### src/rtl/seg_pkg.sv
// Shared types and constants for the seven-segment scan controller.
package seg_pkg;

    typedef enum logic [1:0] {
        IDLE  = 2'd0,
        BLANK = 2'd1,
        DRIVE = 2'd2
    } scan_state_t;

    localparam logic [6:0] SEG_BLANK = 7'h7F;

    // Active-low g..a patterns for hex digits 0..F
    localparam logic [6:0] HEX_SEG [16] = '{
        7'h40, 7'h79, 7'h24, 7'h30, 7'h19, 7'h12, 7'h02, 7'h78,
        7'h00, 7'h10, 7'h08, 7'h03, 7'h46, 7'h21, 7'h06, 7'h0E
    };

endpackage

### src/rtl/hex_to_seg7.sv
// Combinational hex nibble to active-low seven-segment decoder.
module hex_to_seg7
    import seg_pkg::*;
(
    input  logic [3:0] nibble,
    output logic [6:0] seg_c
);

    assign seg_c = HEX_SEG[nibble];

endmodule

### src/rtl/seg_scan_controller.sv
// Multiplexed seven-segment scanner with blank/drive phases per digit and
// frame-boundary commit of new display data.
module seg_scan_controller
    import seg_pkg::*;
#(
    parameter int unsigned NUM_DIGITS  = 4,
    parameter int unsigned BLANK_TICKS = 1,
    parameter int unsigned DRIVE_TICKS = 14,
    localparam int unsigned IDX_W = (NUM_DIGITS > 1) ? $clog2(NUM_DIGITS) : 1
) (
    input  logic                    sys_clk,
    input  logic                    reset,
    input  logic                    tick_en,
    input  logic                    enable,
    input  logic                    load_valid,
    input  logic [4*NUM_DIGITS-1:0] load_data,
    input  logic [NUM_DIGITS-1:0]   load_dp,
    output logic                    load_ready,
    output logic [NUM_DIGITS-1:0]   anode_n,
    output logic [6:0]              seg_n,
    output logic                    dp_n,
    output logic [IDX_W-1:0]        digit_idx,
    output logic                    frame_done
);

    localparam int unsigned MAX_TICKS = (BLANK_TICKS > DRIVE_TICKS) ? BLANK_TICKS : DRIVE_TICKS;
    localparam int unsigned CNT_W     = $clog2(MAX_TICKS + 1);

    localparam logic [CNT_W-1:0] BLANK_LAST = CNT_W'(BLANK_TICKS - 1);
    localparam logic [CNT_W-1:0] DRIVE_LAST = CNT_W'(DRIVE_TICKS - 1);
    localparam logic [IDX_W-1:0] IDX_LAST   = IDX_W'(NUM_DIGITS - 1);

    if (NUM_DIGITS < 1 || NUM_DIGITS > 8 || BLANK_TICKS < 1 || DRIVE_TICKS < 1) begin : g_param_check
        $error("seg_scan_controller: illegal NUM_DIGITS/BLANK_TICKS/DRIVE_TICKS");
    end

    scan_state_t             state, state_nxt;
    logic [CNT_W-1:0]        cnt, cnt_nxt;
    logic [IDX_W-1:0]        idx_nxt;
    logic                    frame_nxt;
    logic                    boundary;
    logic [4*NUM_DIGITS-1:0] active_data, pend_data;
    logic [NUM_DIGITS-1:0]   active_dp, pend_dp;
    logic                    pend_flag, pend_nxt;
    logic                    transfer, commit;
    logic [NUM_DIGITS-1:0]   anode_nxt;
    logic [6:0]              seg_nxt;
    logic                    dp_nxt;
    logic [6:0]              seg_dec_c;

    hex_to_seg7 u_hex_to_seg7 (
        .nibble (active_data[{digit_idx, 2'b00} +: 4]),
        .seg_c  (seg_dec_c)
    );

    // Scan sequencing; disable overrides any tick in the same cycle
    always_comb begin
        state_nxt = state;
        cnt_nxt   = cnt;
        idx_nxt   = digit_idx;
        frame_nxt = 1'b0;
        boundary  = 1'b0;
        if (!enable) begin
            state_nxt = IDLE;
            cnt_nxt   = '0;
            idx_nxt   = '0;
        end else begin
            case (state)
                IDLE: begin
                    if (tick_en) begin
                        state_nxt = BLANK;
                        cnt_nxt   = '0;
                        idx_nxt   = '0;
                    end
                end
                BLANK: begin
                    if (tick_en) begin
                        if (cnt == BLANK_LAST) begin
                            cnt_nxt   = '0;
                            state_nxt = DRIVE;
                        end else begin
                            cnt_nxt = CNT_W'(cnt + 1'b1);
                        end
                    end
                end
                DRIVE: begin
                    if (tick_en) begin
                        if (cnt == DRIVE_LAST) begin
                            cnt_nxt   = '0;
                            state_nxt = BLANK;
                            if (digit_idx == IDX_LAST) begin
                                idx_nxt   = '0;
                                frame_nxt = 1'b1;
                                boundary  = 1'b1;
                            end else begin
                                idx_nxt = IDX_W'(digit_idx + 1'b1);
                            end
                        end else begin
                            cnt_nxt = CNT_W'(cnt + 1'b1);
                        end
                    end
                end
                default: begin
                    state_nxt = IDLE;
                    cnt_nxt   = '0;
                    idx_nxt   = '0;
                end
            endcase
        end
    end

    // Handshake and tear-free commit; transfer and commit are mutually exclusive
    always_comb begin
        transfer = load_valid && load_ready;
        commit   = pend_flag && (boundary || state == IDLE);
        pend_nxt = pend_flag;
        if (transfer) begin
            pend_nxt = 1'b1;
        end else if (commit) begin
            pend_nxt = 1'b0;
        end
    end

    // Display drive, registered one cycle behind the scan state
    always_comb begin
        anode_nxt = '1;
        seg_nxt   = SEG_BLANK;
        dp_nxt    = 1'b1;
        if (state == DRIVE) begin
            anode_nxt[digit_idx] = 1'b0;
            seg_nxt              = seg_dec_c;
            dp_nxt               = ~active_dp[digit_idx];
        end
    end

    always_ff @(posedge sys_clk or posedge reset) begin
        if (reset) begin
            state       <= IDLE;
            cnt         <= '0;
            digit_idx   <= '0;
            frame_done  <= 1'b0;
            load_ready  <= 1'b1;
            pend_flag   <= 1'b0;
            pend_data   <= '0;
            pend_dp     <= '0;
            active_data <= '0;
            active_dp   <= '0;
            anode_n     <= '1;
            seg_n       <= SEG_BLANK;
            dp_n        <= 1'b1;
        end else begin
            state      <= state_nxt;
            cnt        <= cnt_nxt;
            digit_idx  <= idx_nxt;
            frame_done <= frame_nxt;
            pend_flag  <= pend_nxt;
            load_ready <= ~pend_nxt;
            if (transfer) begin
                pend_data <= load_data;
                pend_dp   <= load_dp;
            end
            if (commit) begin
                active_data <= pend_data;
                active_dp   <= pend_dp;
            end
            anode_n <= anode_nxt;
            seg_n   <= seg_nxt;
            dp_n    <= dp_nxt;
        end
    end

endmodule

### config.mk
export PLATFORM = sky130hd
export DESIGN_NAME = seg_scan_controller
export DESIGN_NICKNAME = d
export VERILOG_FILES = /design/src/rtl/seg_pkg.sv /design/src/rtl/hex_to_seg7.sv /design/src/rtl/seg_scan_controller.sv
export SDC_FILE = /design/constraint.sdc
export NUM_CORES = 1
export LEC_CHECK = 0
export ABC_AREA = 0
export CORE_AREA = 2 2 95 97
export DETAILED_ROUTE_END_ITERATION = 10
export DIE_AREA = 0 0 97 99
export HOLD_SLACK_MARGIN = 0.08
export MAX_ROUTING_LAYER = met4
export PLACE_DENSITY = 0.65
export SYNTH_ARGS = -nofsm -noshare
export SYNTH_HDL_FRONTEND = slang
export SYNTH_SLANG_ARGS = --single-unit
export TNS_END_PERCENT = 5
### constraint.sdc
create_clock -name sys_clk -period 3.2 [get_ports sys_clk]
set_clock_uncertainty 0.15 [all_clocks]
set_input_delay 0.96 -clock sys_clk [delete_from_list [all_inputs] [get_ports sys_clk]]
set_output_delay 0.96 -clock sys_clk [all_outputs]
set_load 0.05 [all_outputs]
==> results.md <==
- Status: finished, final reports clean
- #FFs+latches synth: 63
- Largest net degree at the start of global routing: between 60 and 70
- Post-synthesis cell type count: 37
- # Post-CTS Setup Buffers: 0
- Syn. warnings: 0
- Core area: between 8000 and 9000 um2
- Hold Crit Class: reg2reg
- Vias/cell: approximately 4.7
- Area contributors post-synth: dfrtp_1, mux2_2, dfstp_2
- Gr usage total: approximately an eighth
- Maximum clock frequency: roughly 0.36 GHz
- Top-count cell post-synth: dfrtp_1
- Least-Margin Pin Slew: roughly 660 ps
- FF-to-FF path depth: 6
- Post-synth EDFFs: 0
- Placed Area: about 3500 um2
- Seq/Total Area, Yosys: between 50% and 60%
- Peak VDD IR: ~0.29 mV
- CP top delay family: buffers and inverters
- Multi-input gate area: 1230 um2
- N_diodes: 0
- CP endpoint kind: output pin
- Setup TNS: 0 ps
- Initial Util: approximately a third
- Share of cells above drive strength 1: a little under a third
- # setup viols final: 0
- Maximum root-to-sink buffer count: 2
- Avg Inst Size Synth: 13.3 um2
- DRT Pass-1 Iters: 4
- DRT antenna net count: 0
- Clk root buf: clkbuf_8
- Vias in the first global route: about 1900
- Row count: 34
- Core Util, Final: between 40% and 50%
- Residual DRC: 0
- Initial antenna violation count: 0
- WP data arrival: ~1700 ps
- Largest area contributor in the netlist: dfrtp_1
- Critical path type: reg2out
- First-pass GRT wire length: around 8700 um
- PortBufs: 40
- Post-synth top area share: a little over two fifths
- Top post-synthesis cells by count: dfrtp_1, mux2_2, ha_1
- Fin crit share: 87.4%
- Initial DRC count: 43
- Hold Path Depth: 1
- Post-synth ARST share: between 90% and 100%
- Drt wl/cell: 13.1 um
- Worst path slowest cell: clkdlybuf4s50_1
- DIE AREA: ~9600 um2
- CP Depth: 1
- Setup Slack @ Placement: approximately 360 ps
- Unrepaired setup endpoints after global routing: no
- Critical path peak fanout: 3
- CP cell instances: clkdlybuf4s50_1
- Fin. max-slew vios: 0
- Final worst slack: slightly above 400 ps
- Die Ht: between 90 and 100 um
- H-tree depth reported by CTS: 3
- Pwr Total: between 3000 and 4000 uW
- Cts repair resizes: 0
- Post-route cell area: ~3700 um2
- Mapped cell area: 2930 um2
- Post-synth top flop: dfrtp_1
- Storage element area: ~1600 um2
- PD cells: ~870 nW/um2
- Total CTS buffers: 9
- Worst path bufs/invs: 1
- Clock latency on the worst-skew pair: ~350 ps
- Overflow after GRT: 0
- GP Congestion: just over 0.8
- Clk sinks: 63
- FILL cells: 788
- Hold-fix buffer count after cts: 0
- CP peak stage delay: approximately 800 ps
- Crit path launch type: flop
- WP data required: between 2000 and 2500 ps
- Dpl hpwl: 3450 um
- Final Hold Viols: 0
- Clock transition at path regs: ~70 ps
- Worst slew margin: a little under three fifths
- Die width: between 90 and 100 um
- WL final: slightly below 5000 um
- Post-route minimum period: between 2000 and 3000 ps
- Area grow syn2layout: 25.3%
- Static leakage: 0.00150 uW
- Cells after Synth: 220
- Vias: about 1800
- I/O Pins: 41
- Layout Nets: ~300
- Max-Cap Viols: 0
- CTS tree: built
- Net count after synthesis: about 260
==> cells by family (layout without fill, tap and decap cells) <==
group / Yosys count / after routing / share of synthesized area, %
simple gates: 39 / 39 / 6.67
flops: 63 / 63 / 54.4
buf+inv: 22 / 74 / 3.46
fa+ha+maj: 17 / 17 / 7.27
compound gates: 32 / 32 / 8.25
mux: 47 / 47 / 19.9
==> final timing paths <==
| check | start | to | slack [ps] |
|---|---|---|---|
| max | load_ready | load_ready | 400 |
| min | pend_flag | load_ready | 340 |
| max reg2reg | state[0] | state[1] | 840 |
| min reg2reg | pend_flag | load_ready | 340 |
| max in group asynchronous | reset | anode_n[1] | 1760 |
| min in group asynchronous | reset | pend_flag | 840 |
==> state kept, by name (all words and copies together), names as in the netlist <==
| register | flops |
|---|---|
| digit_idx | 2 |
| pend_flag | 1 |
| state | 2 |
| active_data | 16 |
| frame_done | 1 |
| pend_data | 16 |
| dp_n | 1 |
| load_ready | 1 |
| seg_n | 7 |
| anode_n | 4 |
| pend_dp | 4 |
| active_dp | 4 |
| cnt | 4 |
==> through the flow <==
step | cells | hold slack, ps
after floorplan | 220 | 266
after CTS | 380 | 327
after global routing | 380 | 341
after global placement | 364 | 297
after detailed placement | 364 | 308
final | 380 | 335
==> metal layers <==
layer / track usage [%] / vias to the layer above / part of all wire [%]
li1: - / 875 / -
met1: 14.2 / 885 / 48
met2: 17.8 / 37 / 45
met3: 4.47 / 6 / 4.6
met4: 5.53 / 0 / 1.8
met5: - / - / 0
==> where the power goes <==
part           switching (uW)  internal (uW)
logic                     593            585
clock network             324            383
registers                 152           1140
==> layout make-up <==
class                           count  area share (%)
Multi-Input combinational cell    135            33.6
Inverter                           13            1.33
Clock buffer                       10            3.75
Clock inverter                      6            1.88
Sequential cell                    63            43.4
Timing Repair Buffer               45            12.3
Tap cell                          108            3.69
==> layout by cell type, fill, tap and decap left out, types with 6 or more instances in the layout <==
cell / n
inv_1: 12
dfrtp_1: 50
mux2_2: 40
nand2_1: 14
nand3_1: 6
clkdlybuf4s50_1: 40
dfstp_2: 13
ha_1: 17
o21ai_0: 7
nor2_1: 6
clkbuf_8: 10
(Power assumes the default switching activity.)
==> RTL change 1, RTL diff (config.mk and constraints unchanged) <==
The parameter `NUM_DIGITS` goes from 4 to 2.
--- a/src/rtl/seg_scan_controller.sv
+++ b/src/rtl/seg_scan_controller.sv
@@ -3,7 +3,7 @@
 module seg_scan_controller
     import seg_pkg::*;
 #(
-    parameter int unsigned NUM_DIGITS  = 4,
+    parameter int unsigned NUM_DIGITS  = 2,
     parameter int unsigned BLANK_TICKS = 1,
     parameter int unsigned DRIVE_TICKS = 14,
     localparam int unsigned IDX_W = (NUM_DIGITS > 1) ? $clog2(NUM_DIGITS) : 1
Ports: changed (resized anode_n, digit_idx, load_data and load_dp); port bits go from 41 to 28. No check against the original RTL was run, so the function may have changed too.
==> RTL change 1 against the original RTL <==
Setup slack better by 0.046 ns; routed wire length is 24% lower; total power is 33% lower; clock power is 39% lower; register-to-register slack worse by 0.05 ns; synthesized area is 31% lower; first-iteration DRC count is 84% higher; count of clock-buffer cells in the layout is 5 lower; design area is 31% lower; sequential cell count is 23 lower; critical path type unchanged; critical endpoint unchanged; largest power group is now combinational cells.
==> RTL change 1: results (changes against the original RTL) <==
first-pass GRT wire length=6560 um (-25%); register area share after synthesis=50.3% (-4.1 points); drt total wl=3790 um (-24%); static leakage=1.01 nW (-33%); vias in the first global route=1,344 (-29%); VDD IR max=233 uV (-19%); GRT met3 Usage=2.91% (-1.6 points); metal2 WL=1740 um (-22%); Clk Latency, worst-skew pair=0.30 ns (-0.05 ns); Synth cell types=42 (+14%); most frequent cells after synthesis=29 x dfrtp_1, 25 x mux2_2, 13 x ha_1, 13 x nand2_1; Area contributors post-synth=dfrtp_1 36%, dfstp_2 14%, mux2_2 14%, ha_1 8.1%, nand2_1 2.4%; Max-slew headroom=55.0% (-0.72 points); Tot GR Track Use=8.75% (-3.1 points); met1 WL=1840 um (-24%); share of cells above drive strength 1=26.7% (-4.9 points); post-synth net total=196 (-25%); post-DR vias/cell=4.33 (-8.8%); H-tree depth=2 (-1); Resize count post-CTS=0 (unchanged); DR iter-0 viols=79 (+84%); Placer Congestion=0.794 (-3.0%); WP data arrival=1.64 ns (-0.05 ns); DR WL met3=151 um (-34%); met1 GRT Util=11.1% (-3.0 points); Place WS=0.311 ns (-0.0506 ns); largest net degree at the start of global routing=41 (-36%); biggest regs=active_data x8, pend_data x8, seg_n x7; Critical Path Max Stage Delay=0.80 ns (about the same); Nets=229 (-26%); status=finished clean; post-DP HPWL=2730 um (-21%); I/O Buffers=27 (-33%); CP top delay family=buffers and inverters; TritonCTS buffer count=5 (-4); Highest Signal Layer=met4; Sw Ratio=36.9% (+3.2 points); grt met2 use=13.1% (-4.6 points)
RTL change 1: cell types whose count changed in the layout (fill, tap and decap cells not counted), sizes merged, moves of 3 or more:
cell,change
dfrtp,-21
ha,-4
inv,-4
clkbuf,-5
clkdlybuf4s50,-13
nor2,+6
mux4,-5
o21ai,-3
clkinvlp,-3
mux2,-14
o211ai,-4
RTL change 1: worst paths after layout:
check / endpoint / from / slack, ns / cells past startpoint
max: load_ready / load_ready / 0.45 / 1
min: load_ready / pend_flag / 0.32 / 1
max reg2reg: cnt[1] / state[0] / 0.79 / 6
min reg2reg: load_ready / pend_flag / 0.32 / 1
max in group asynchronous: seg_n[1] / reset / 1.60 / 3
min in group asynchronous: cnt[1] / reset / 0.94 / 3
RTL change 1: stage by stage:
step,cell area (um^2),instances,utilization (%)
finish,2530,310,29.6
global placement,2420,302,28.3
CTS,2530,310,29.6
global route,2530,310,29.6
detailed placement,2420,302,28.3
floorplan,2020,168,-
RTL change 1: power by group through the flow:
stage	Sequential (mW)	Clock, mW	Combinational [mW]
2_1_floorplan	0.904	0	0.614
3_3_place_gp	0.812	0	0.881
3_5_place_dp	0.821	0	0.906
4_1_cts	0.810	0.440	0.912
5_1_grt	0.835	0.462	1.00
6_report	0.807	0.430	0.902
RTL change 1: layout make-up:
type	instances	area, um^2
fillers	862	6020
flip-flops and latches	40	1010
multi-input cells	114	932
repair buffers	31	300
well taps	108	135
clock buffers	5	68.8
clock inverters	3	46.3
inverters	9	33.8
RTL change 1: cell families after synthesis:
kind of cell	count (synthesis)	share of synthesized area [%]
and+or+nand+nor	43	11.0
muxes	30	17.3
buffers and inverters	14	3.47
xor gates and xnor gates	2	0.869
DFF	40	50.3
adders and majority gates	13	8.06
AOI/OAI and AO/OA	26	8.99
==> RTL change 2, RTL diff (same settings) <==
Made on the original files. Put one more register stage on the output `anode_n`. The value now appears one clock later. The other outputs are not delayed to match.
--- a/src/rtl/seg_scan_controller.sv
+++ b/src/rtl/seg_scan_controller.sv
@@ -29,6 +29,8 @@
     localparam logic [CNT_W-1:0] BLANK_LAST = CNT_W'(BLANK_TICKS - 1);
     localparam logic [CNT_W-1:0] DRIVE_LAST = CNT_W'(DRIVE_TICKS - 1);
     localparam logic [IDX_W-1:0] IDX_LAST   = IDX_W'(NUM_DIGITS - 1);
+
+    logic [NUM_DIGITS-1:0] anode_n_s0;
 
     if (NUM_DIGITS < 1 || NUM_DIGITS > 8 || BLANK_TICKS < 1 || DRIVE_TICKS < 1) begin : g_param_check
         $error("seg_scan_controller: illegal NUM_DIGITS/BLANK_TICKS/DRIVE_TICKS");
@@ -145,7 +147,7 @@
             pend_dp     <= '0;
             active_data <= '0;
             active_dp   <= '0;
-            anode_n     <= '1;
+            anode_n_s0  <= '1;
             seg_n       <= SEG_BLANK;
             dp_n        <= 1'b1;
         end else begin
@@ -163,11 +165,15 @@
                 active_data <= pend_data;
                 active_dp   <= pend_dp;
             end
-            anode_n <= anode_nxt;
+            anode_n_s0 <= anode_nxt;
             seg_n   <= seg_nxt;
             dp_n    <= dp_nxt;
         end
     end
 
+    always_ff @(posedge sys_clk) begin
+        anode_n <= anode_n_s0;
+    end
+
 endmodule
 
Behaviour: not the same (a bounded check fails within 4 cycles, from zero or initial values and one cycle with reset high).
==> RTL change 2 against the original RTL <==
Synthesized area is 3.7% higher; critical endpoint unchanged; routed wire length is 0.42% lower; global-route usage is 0.19 points lower; setup slack better by 0.0012 ns; sequential power is 5% higher; critical path type unchanged; die area stayed put; maximum frequency hardly changed; highest routed layer unchanged; design area is 3.1% higher; sequential cell count is 4 higher; combinational power is 18% higher; total power is 11% higher.
==> RTL change 2: results (changes against the original RTL) <==
post-DR vias/cell=4.74 (about the same); share of synthesized registers carrying an async set or reset=94.0% (-6.0 points); placed cell count=365 (+0.27%); post-DP HPWL=3400 um (-1.2%); R2R depth=7 (+1); Max-slew headroom=65.9% (+10 points); Placer Congestion=0.731 (-11%); DR iter-0 viols=53 (+23%); I/O Buffers=40 (unchanged); Tot GR Track Use=11.7% (-0.19 points); Main synth FF type=dfrtp_1; Resize count post-CTS=0 (unchanged); most frequent cells after synthesis=50 x dfrtp_1, 41 x mux2_2, 17 x ha_1; compound-cell area share of the yosys netlist=7.13% (-1.1 points); H-tree depth=3 (unchanged); Critical Path Max Stage Delay=0.80 ns (about the same); n_diodes=0 (unchanged); CP max stage cell=clkdlybuf4s50_1; Area contributors post-synth=dfrtp_1 41%, mux2_2 15%, dfstp_2 11%, ha_1 7.0%, dfxtp_1 2.6%; Post-DRT Antenna Nets=0 (unchanged); static leakage=1.57 nW (+4.7%); number of fill cells=775 (-1.6%); Nets=310 (+0.32%); vias in the first global route=1,832 (-3.1%); VDD IR max=401 uV (+39%); post-CTS setup buffers=0 (unchanged); multiplexer area fraction after synthesis=20.6% (+0.70 points); hold depth=0 (-1); register area share after synthesis=55.1% (+0.71 points); DR WL/cell=13.0 um (-0.68%); TritonCTS buffer count=9 (unchanged); share of cells above drive strength 1=31.1% (-0.48 points); Max Clock Freq=358 MHz (about the same); clk root buf=clkbuf_8; yosys warns=0 (unchanged); synthesized instance count=221 (+0.45%); worst hold path type=register to register; largest net degree at the start of global routing=64 (unchanged); XOR/XNOR share of the synthesized area=0% (unchanged); initial antenna violation count=0 (unchanged); Clk Latency, worst-skew pair=between 0.3 and 0.4 ns; first-pass GRT wire length=8570 um (-2.0%); Synth cell types=41 (+11%); CP top delay family=buffers and inverters; WP data arrival=1.69 ns (about the same); DR pass1 iterations=3 (-1); Synth Area in Adders=7.01% (-0.26 points); crit-path max FO=3 (unchanged); status=finished clean; drt total wl=4940 um (-0.42%); Clock transition at path regs=roughly 0.08 ns; biggest regs=active_data x16, pend_data x16, seg_n x7; CTS max path bufs=2 (unchanged); post-synth net total=263 (+0.38%)
RTL change 2: per-layer routing:
| metal | vias up | track usage [%] | wire length [um] |
|---|---|---|---|
| met5 | - | - | 0 |
| met4 | 0 | 4.88 | 40 |
| met3 | 4 | 3.33 | 206 |
| met2 | 36 | 17.6 | 2330 |
| met1 | 884 | 14.7 | 2360 |
| li1 | 882 | - | - |
RTL change 2: path summary, 6_finish.rpt:
kind	from	slack (ns)	endpoint
max	load_ready	0.40	load_ready
min	anode_n_s0[3]	0.25	anode_n[3]
max reg2reg	digit_idx[0]	0.90	seg_n[0]
min reg2reg	anode_n_s0[3]	0.25	anode_n[3]
max in group asynchronous	reset	1.74	anode_n_s0[3]
min in group asynchronous	reset	0.85	active_data[1]
RTL change 2: logic make-up after synthesis:
family / count (synthesis)
flip-flops: 67
multiplexers: 50
AND/OR/NAND/NOR: 37
AO/OA/AOI/OAI: 29
buffers and inverters: 21
adder cells (fa/ha/maj): 17
RTL change 2: report_power, final:
group	total [mW]	internal, mW	leakage, nW	switching, mW
sequential	1.36	1.21	0.773	0.150
clock	0.779	0.442	0.102	0.337
combinational	1.39	0.676	0.697	0.713
RTL change 2: through the flow:
| step | worst slack (ns) | power [mW] | area [um^2] | hold WS (ns) | util, % |
|---|---|---|---|---|---|
| after global routing | 0.362 | 3.78 | 3780 | 0.250 | 44.2 |
| after detailed placement | 0.272 | 2.77 | 3560 | 0.237 | 41.6 |
| after floorplan | 0.542 | 2.49 | 3030 | 0.236 | - |
| after global placement | 0.316 | 2.74 | 3560 | 0.237 | 41.6 |
| after CTS | 0.386 | 3.57 | 3780 | 0.247 | 44.2 |
| final | 0.405 | 3.53 | 3780 | 0.246 | 44.2 |
RTL change 2: cell type report:
class                           count  area (um^2)  area share [%]
Clock inverter                      7          100            2.65
Timing Repair Buffer               46          458            12.1
Inverter                           11         41.3            1.09
Clock buffer                        9          124            3.28
Multi-Input combinational cell    133         1250            33.0
Sequential cell                    67         1670            44.3
Tap cell                          108          135            3.57
